$ cat config.mk
export PLATFORM = sky130hd
export DESIGN_NAME = sample_scoreboard
export DESIGN_NICKNAME = d
export VERILOG_FILES = /design/src/rtl/sample_scoreboard.sv
export SDC_FILE = /design/constraint.sdc
export NUM_CORES = 1
export LEC_CHECK = 0
export ABC_AREA = 1
export BUFFER_PORTS_ARGS = -buffer_cell sky130_fd_sc_hd__buf_2
export CORE_MARGIN = 4
export CORE_UTILIZATION = 56
export CTS_CLUSTER_SIZE = 20
export DETAILED_ROUTE_END_ITERATION = 16
export PLACE_DENSITY = 0.8
export SKIP_CTS_REPAIR_TIMING = 1
export SLEW_MARGIN = 25
export SYNTH_ARGS = -nofsm -noshare
export SYNTH_HDL_FRONTEND = slang
export SYNTH_SLANG_ARGS = --single-unit
$ cat constraint.sdc
create_clock -name Clk -period 10.09 [get_ports Clk]
set_input_delay 2.018 -clock Clk [delete_from_list [all_inputs] [get_ports Clk]]
set_output_delay 2.018 -clock Clk [all_outputs]
set_load 0.005 [all_outputs]
$ cat src/rtl/sample_scoreboard.sv
// Compares a measured sample stream against a delay-aligned reference
// stream, keeps mismatch statistics and reports pass/fail after a fixed run.
module sample_scoreboard #(
   parameter int unsigned DATAWIDTH   = 64,
   parameter int unsigned REF_DELAY   = 0,
   parameter int unsigned NUM_SAMPLES = 256,
   parameter int unsigned CNTWIDTH    = 16
) (
   input  logic                 Clk,
   input  logic                 Rst,
   input  logic [DATAWIDTH-1:0] zmeas,
   input  logic [DATAWIDTH-1:0] zref,
   input  logic                 zvalid,
   input  logic                 stop_on_err,
   output logic                 zerr,
   output logic [DATAWIDTH:0]   diff,
   output logic [CNTWIDTH-1:0]  cmp_count,
   output logic [CNTWIDTH-1:0]  err_count,
   output logic [CNTWIDTH-1:0]  first_err_idx,
   output logic [DATAWIDTH-1:0] first_err_meas,
   output logic [DATAWIDTH-1:0] first_err_ref,
   output logic [1:0]           state,
   output logic                 done,
   output logic                 pass
);

   typedef enum logic [1:0] {
      S_IDLE = 2'd0,
      S_RUN  = 2'd1,
      S_FAIL = 2'd2,
      S_DONE = 2'd3
   } state_t;

   localparam logic [CNTWIDTH-1:0] CNT_MAX = '1;
   localparam logic [CNTWIDTH-1:0] CNT_ONE = CNTWIDTH'(1);

   state_t cur_state, nxt_state;

   logic [DATAWIDTH-1:0] ref_a;
   logic                 vld_a;
   logic                 cmp_en;
   logic                 mismatch;
   logic                 hit_done;
   logic [CNTWIDTH-1:0]  cmp_inc;
   logic [CNTWIDTH-1:0]  err_inc;
   logic [DATAWIDTH:0]   diff_calc;

   // Reference alignment: zref and zvalid travel together so a sample and
   // its qualifier can never separate.
   generate
      if (REF_DELAY == 0) begin : g_nodly
         assign ref_a = zref;
         assign vld_a = zvalid;
      end else begin : g_dly
         logic [REF_DELAY-1:0][DATAWIDTH-1:0] ref_pipe;
         logic [REF_DELAY-1:0]                vld_pipe;

         always_ff @(posedge Clk or posedge Rst) begin
            if (Rst) begin
               ref_pipe <= '0;
               vld_pipe <= '0;
            end else begin
               ref_pipe[0] <= zref;
               vld_pipe[0] <= zvalid;
               for (int i = 1; i < int'(REF_DELAY); i++) begin
                  ref_pipe[i] <= ref_pipe[i-1];
                  vld_pipe[i] <= vld_pipe[i-1];
               end
            end
         end

         assign ref_a = ref_pipe[REF_DELAY-1];
         assign vld_a = vld_pipe[REF_DELAY-1];
      end
   endgenerate

   assign cmp_en   = vld_a && (cur_state == S_IDLE || cur_state == S_RUN);
   assign mismatch = (zmeas != ref_a);
   assign cmp_inc  = (cmp_count == CNT_MAX) ? cmp_count : cmp_count + CNT_ONE;
   assign err_inc  = (err_count == CNT_MAX) ? err_count : err_count + CNT_ONE;

   // One extra bit of headroom: extremes of opposite sign cannot wrap.
   assign diff_calc = {zmeas[DATAWIDTH-1], zmeas} - {ref_a[DATAWIDTH-1], ref_a};

   // Widen both sides so an unreachable NUM_SAMPLES never aliases onto a count.
   assign hit_done = (64'(cmp_inc) == 64'(NUM_SAMPLES));

   always_comb begin
      nxt_state = cur_state;
      if (cmp_en) begin
         if (mismatch && stop_on_err) nxt_state = S_FAIL;
         else if (hit_done)           nxt_state = S_DONE;
         else                         nxt_state = S_RUN;
      end
   end

   always_ff @(posedge Clk or posedge Rst) begin
      if (Rst) cur_state <= S_IDLE;
      else     cur_state <= nxt_state;
   end

   always_ff @(posedge Clk or posedge Rst) begin
      if (Rst) begin
         zerr           <= 1'b0;
         diff           <= '0;
         cmp_count      <= '0;
         err_count      <= '0;
         first_err_idx  <= '0;
         first_err_meas <= '0;
         first_err_ref  <= '0;
      end else begin
         zerr <= cmp_en && mismatch;
         if (cmp_en) begin
            diff      <= diff_calc;
            cmp_count <= cmp_inc;
            if (mismatch) begin
               err_count <= err_inc;
               if (err_count == '0) begin
                  first_err_idx  <= cmp_count;
                  first_err_meas <= zmeas;
                  first_err_ref  <= ref_a;
               end
            end
         end
      end
   end

   assign state = cur_state;
   assign done  = (cur_state == S_FAIL) || (cur_state == S_DONE);
   assign pass  = (cur_state == S_DONE) && (err_count == '0);

endmodule

==> out/results.ini <==
[setup_path]
critPathArrivalTime_ns=5.46
worstRegToRegCells=7
crit_slowest_cell=nand3_4
crit_path_start_kind=input pin
rrSetupSlack_ns=6.09
path_buf_inv=3
cp_max_fo=161
rr_startpoint=state[1]
criticalPathCategory=in -> reg
required_ns=10.49
timing.rr.end=first_err_ref[28]
max_stage_delay_ns=0.92
crit_chain=buf_2 -> nand2_4 -> inv_2 -> nand3_4 -> buf_12 -> nand2_2 -> o21ai_2
crit_path_end_kind=flop
cp_top_family=buffers and inverters

[power_and_ir_drop]
p_per_area_nw_per_um2=123
leakage_nw=12.1
power_mw=2.44
ir_worst_vdd_uv=117

[place]
io_buffers=377
dpl.hpwl_mm=42.6
gp_congestion=0.966
dp_slack_ns=4.54

[hold_path]
min_path_type=reg -> reg
holdCritStartpoint=diff[60]
hold_end=diff[60]
whs_path_depth=2

[cts]
path_clk_slew_ns=0.06
clkLatencyLatePin_ns=0.56
cts_sinks=244
htree_levels=1
clockBufferDepth=3
cts_inserted_buffers=28
cts_tree=yes
cts-root-buf=clkbuf_16

[synthesis]
async_flop_share_pct=100
synth_top_area_share_pct=36.2
syn_area_sq_um=16900
netlist_instances=2428
synth.most_common_cell=nand2_1
synth_ff_type=dfrtp_1
synth_common_cells=nand2_1, inv_1, dfrtp_1
syn_nets=2628
ys_ff_latch=244
yosys.area.top_type=dfrtp_1
synth_area_leaders=dfrtp_1, nand2_1, inv_1
synth-edff-count=0
synth_seq_area_share_pct=36.2
yosysWarnings=0
ys_types=37
syn-mean-instance-area_sq_um=6.94

[die]
dieArea_sq_um=32900
row_count=63
design.core.area_sq_um=29600
die_w_um=181
die_y_um=181
pin_count=378
start_util_pct=56.9

[global_routing]
antenna_found_initial=0
grt_max_degree=162
first_global_vias=15802
busiest_layer=met2
grt_use_total_pct=31.5
grt_use_met2_pct=51.9
use_met3_pct=4.97
gr-total-overflow=0
grt_pass1_wl_mm=84.4
use_met1_pct=43.9

[drt]
ant_nets=0
first_iter_violations=1217
avgRoutedWirePerCell_um=16.6
num_vias=16288
drcViolationCount=0
via_per_inst=5.09
routed_wl_mm=53.2
drtPass1Iterations=5

[timing]
min_period_ns=5.06
min_period_over_period_pct=50.1
max_slew_margin_pct=28.4
rsz0062_at_grt=false
worst_slack_ns=5.03
fin_tns_setup_ns=0
slew_viol_final=0
hold_viol=0
tightest_slew_ns=1.07
skew_ns=0.0160
final-setup-viol-count=0
clock.fmax_mhz=198

[outcome]
status=finished, final reports clean

[flow_run]
drv_cap=0

[cells_and_area]
multiInputGateArea_sq_um=8390
syn_to_final_growth_pct=17.4
nets=2990
final-seq-area_sq_um=6110
n_fill_cell=2681
n_antenna_cell=0
layout-drive-gt1-share_pct=24.2

cell usage in the layout (no fill, tap or decap), types with 6 or more instances in the layout:
cell	n
clkbuf_8	9
dfrtp_1	244
nor3_1	22
inv_1	497
nand2_2	118
xnor2_1	29
o21ai_2	110
clkbuf_16	29
ha_1	67
o21ai_0	68
nand4_1	19
xor2_1	18
nand3b_1	10
nor2_1	151
a21oi_1	41
buf_2	377
clkinv_2	6
o21ai_1	30
nand3_1	110
nand2_1	809
worst reg2reg max path: cells and delay by family (launching register included):
family          cells  cell delay, ns
simple gates        3            1.74
compound gates      1            0.08
buf+inv             3            1.63
flops               1            0.40
registers in the layout, summed over array words and instances, names as in the netlist:
signal	flops
diff	65
first_err_ref	64
zerr	1
state	2
first_err_idx	16
first_err_meas	64
cmp_count	16
err_count	16
power by group:
group / leakage [nW] / internal, mW / switching, mW / total (mW)
combinational: 8.29 / 0.134 / 0.291 / 0.426
clock: 0.470 / 0.615 / 0.417 / 1.03
sequential: 3.32 / 0.979 / 0 / 0.979
how the worst max path moves through the flow:
stage	slack [ns]	from	cells past startpoint	to
global route	4.93	zvalid	8	first_err_meas[38]
CTS	5.09	zvalid	7	first_err_ref[42]
finish	5.03	zvalid	7	first_err_ref[28]
detailed placement	4.54	zvalid	7	first_err_meas[38]
global placement	4.67	zvalid	7	first_err_meas[33]
floorplan	1.37	Rst	1	cmp_count[0]
per-stage QoR:
step | cells | hold WS (ns) | area [sq um] | util (%)
after floorplan | 2428 | 0.473 | 16900 | -
after global placement | 3149 | 0.459 | 18800 | 63.5
after detailed placement | 3149 | 0.462 | 18800 | 63.5
after CTS | 3201 | 0.478 | 19800 | 66.6
after global routing | 3202 | 0.496 | 19800 | 66.7
final | 3202 | 0.474 | 19800 | 66.7
routing by layer:
layer,routed length (um),up-vias
met5,0,-
met1,23100,7496
met4,1490,0
li1,-,8077
met2,24600,631
met3,4030,84
cell type report:
cell class              instances  area share (%)
clock inverters                 9           0.386
inverters                     501            9.54
clock buffers                  43            4.39
flip-flops and latches        244            30.9
multi-input cells            1632            42.4
repair buffers                383            9.95
well taps                     390            2.47
logic make-up (layout without fill, tap and decap cells):
logic type	Yosys count	count (layout)	share of synthesized area (%)
xor+xnor	47	47	2.44
simple gates	1265	1265	32.2
buf+inv	552	936	14.1
compound gates	252	252	9.95
fa+ha+maj	68	68	5.09
flops	244	244	36.2
Power figures use the tool's default switching activity.
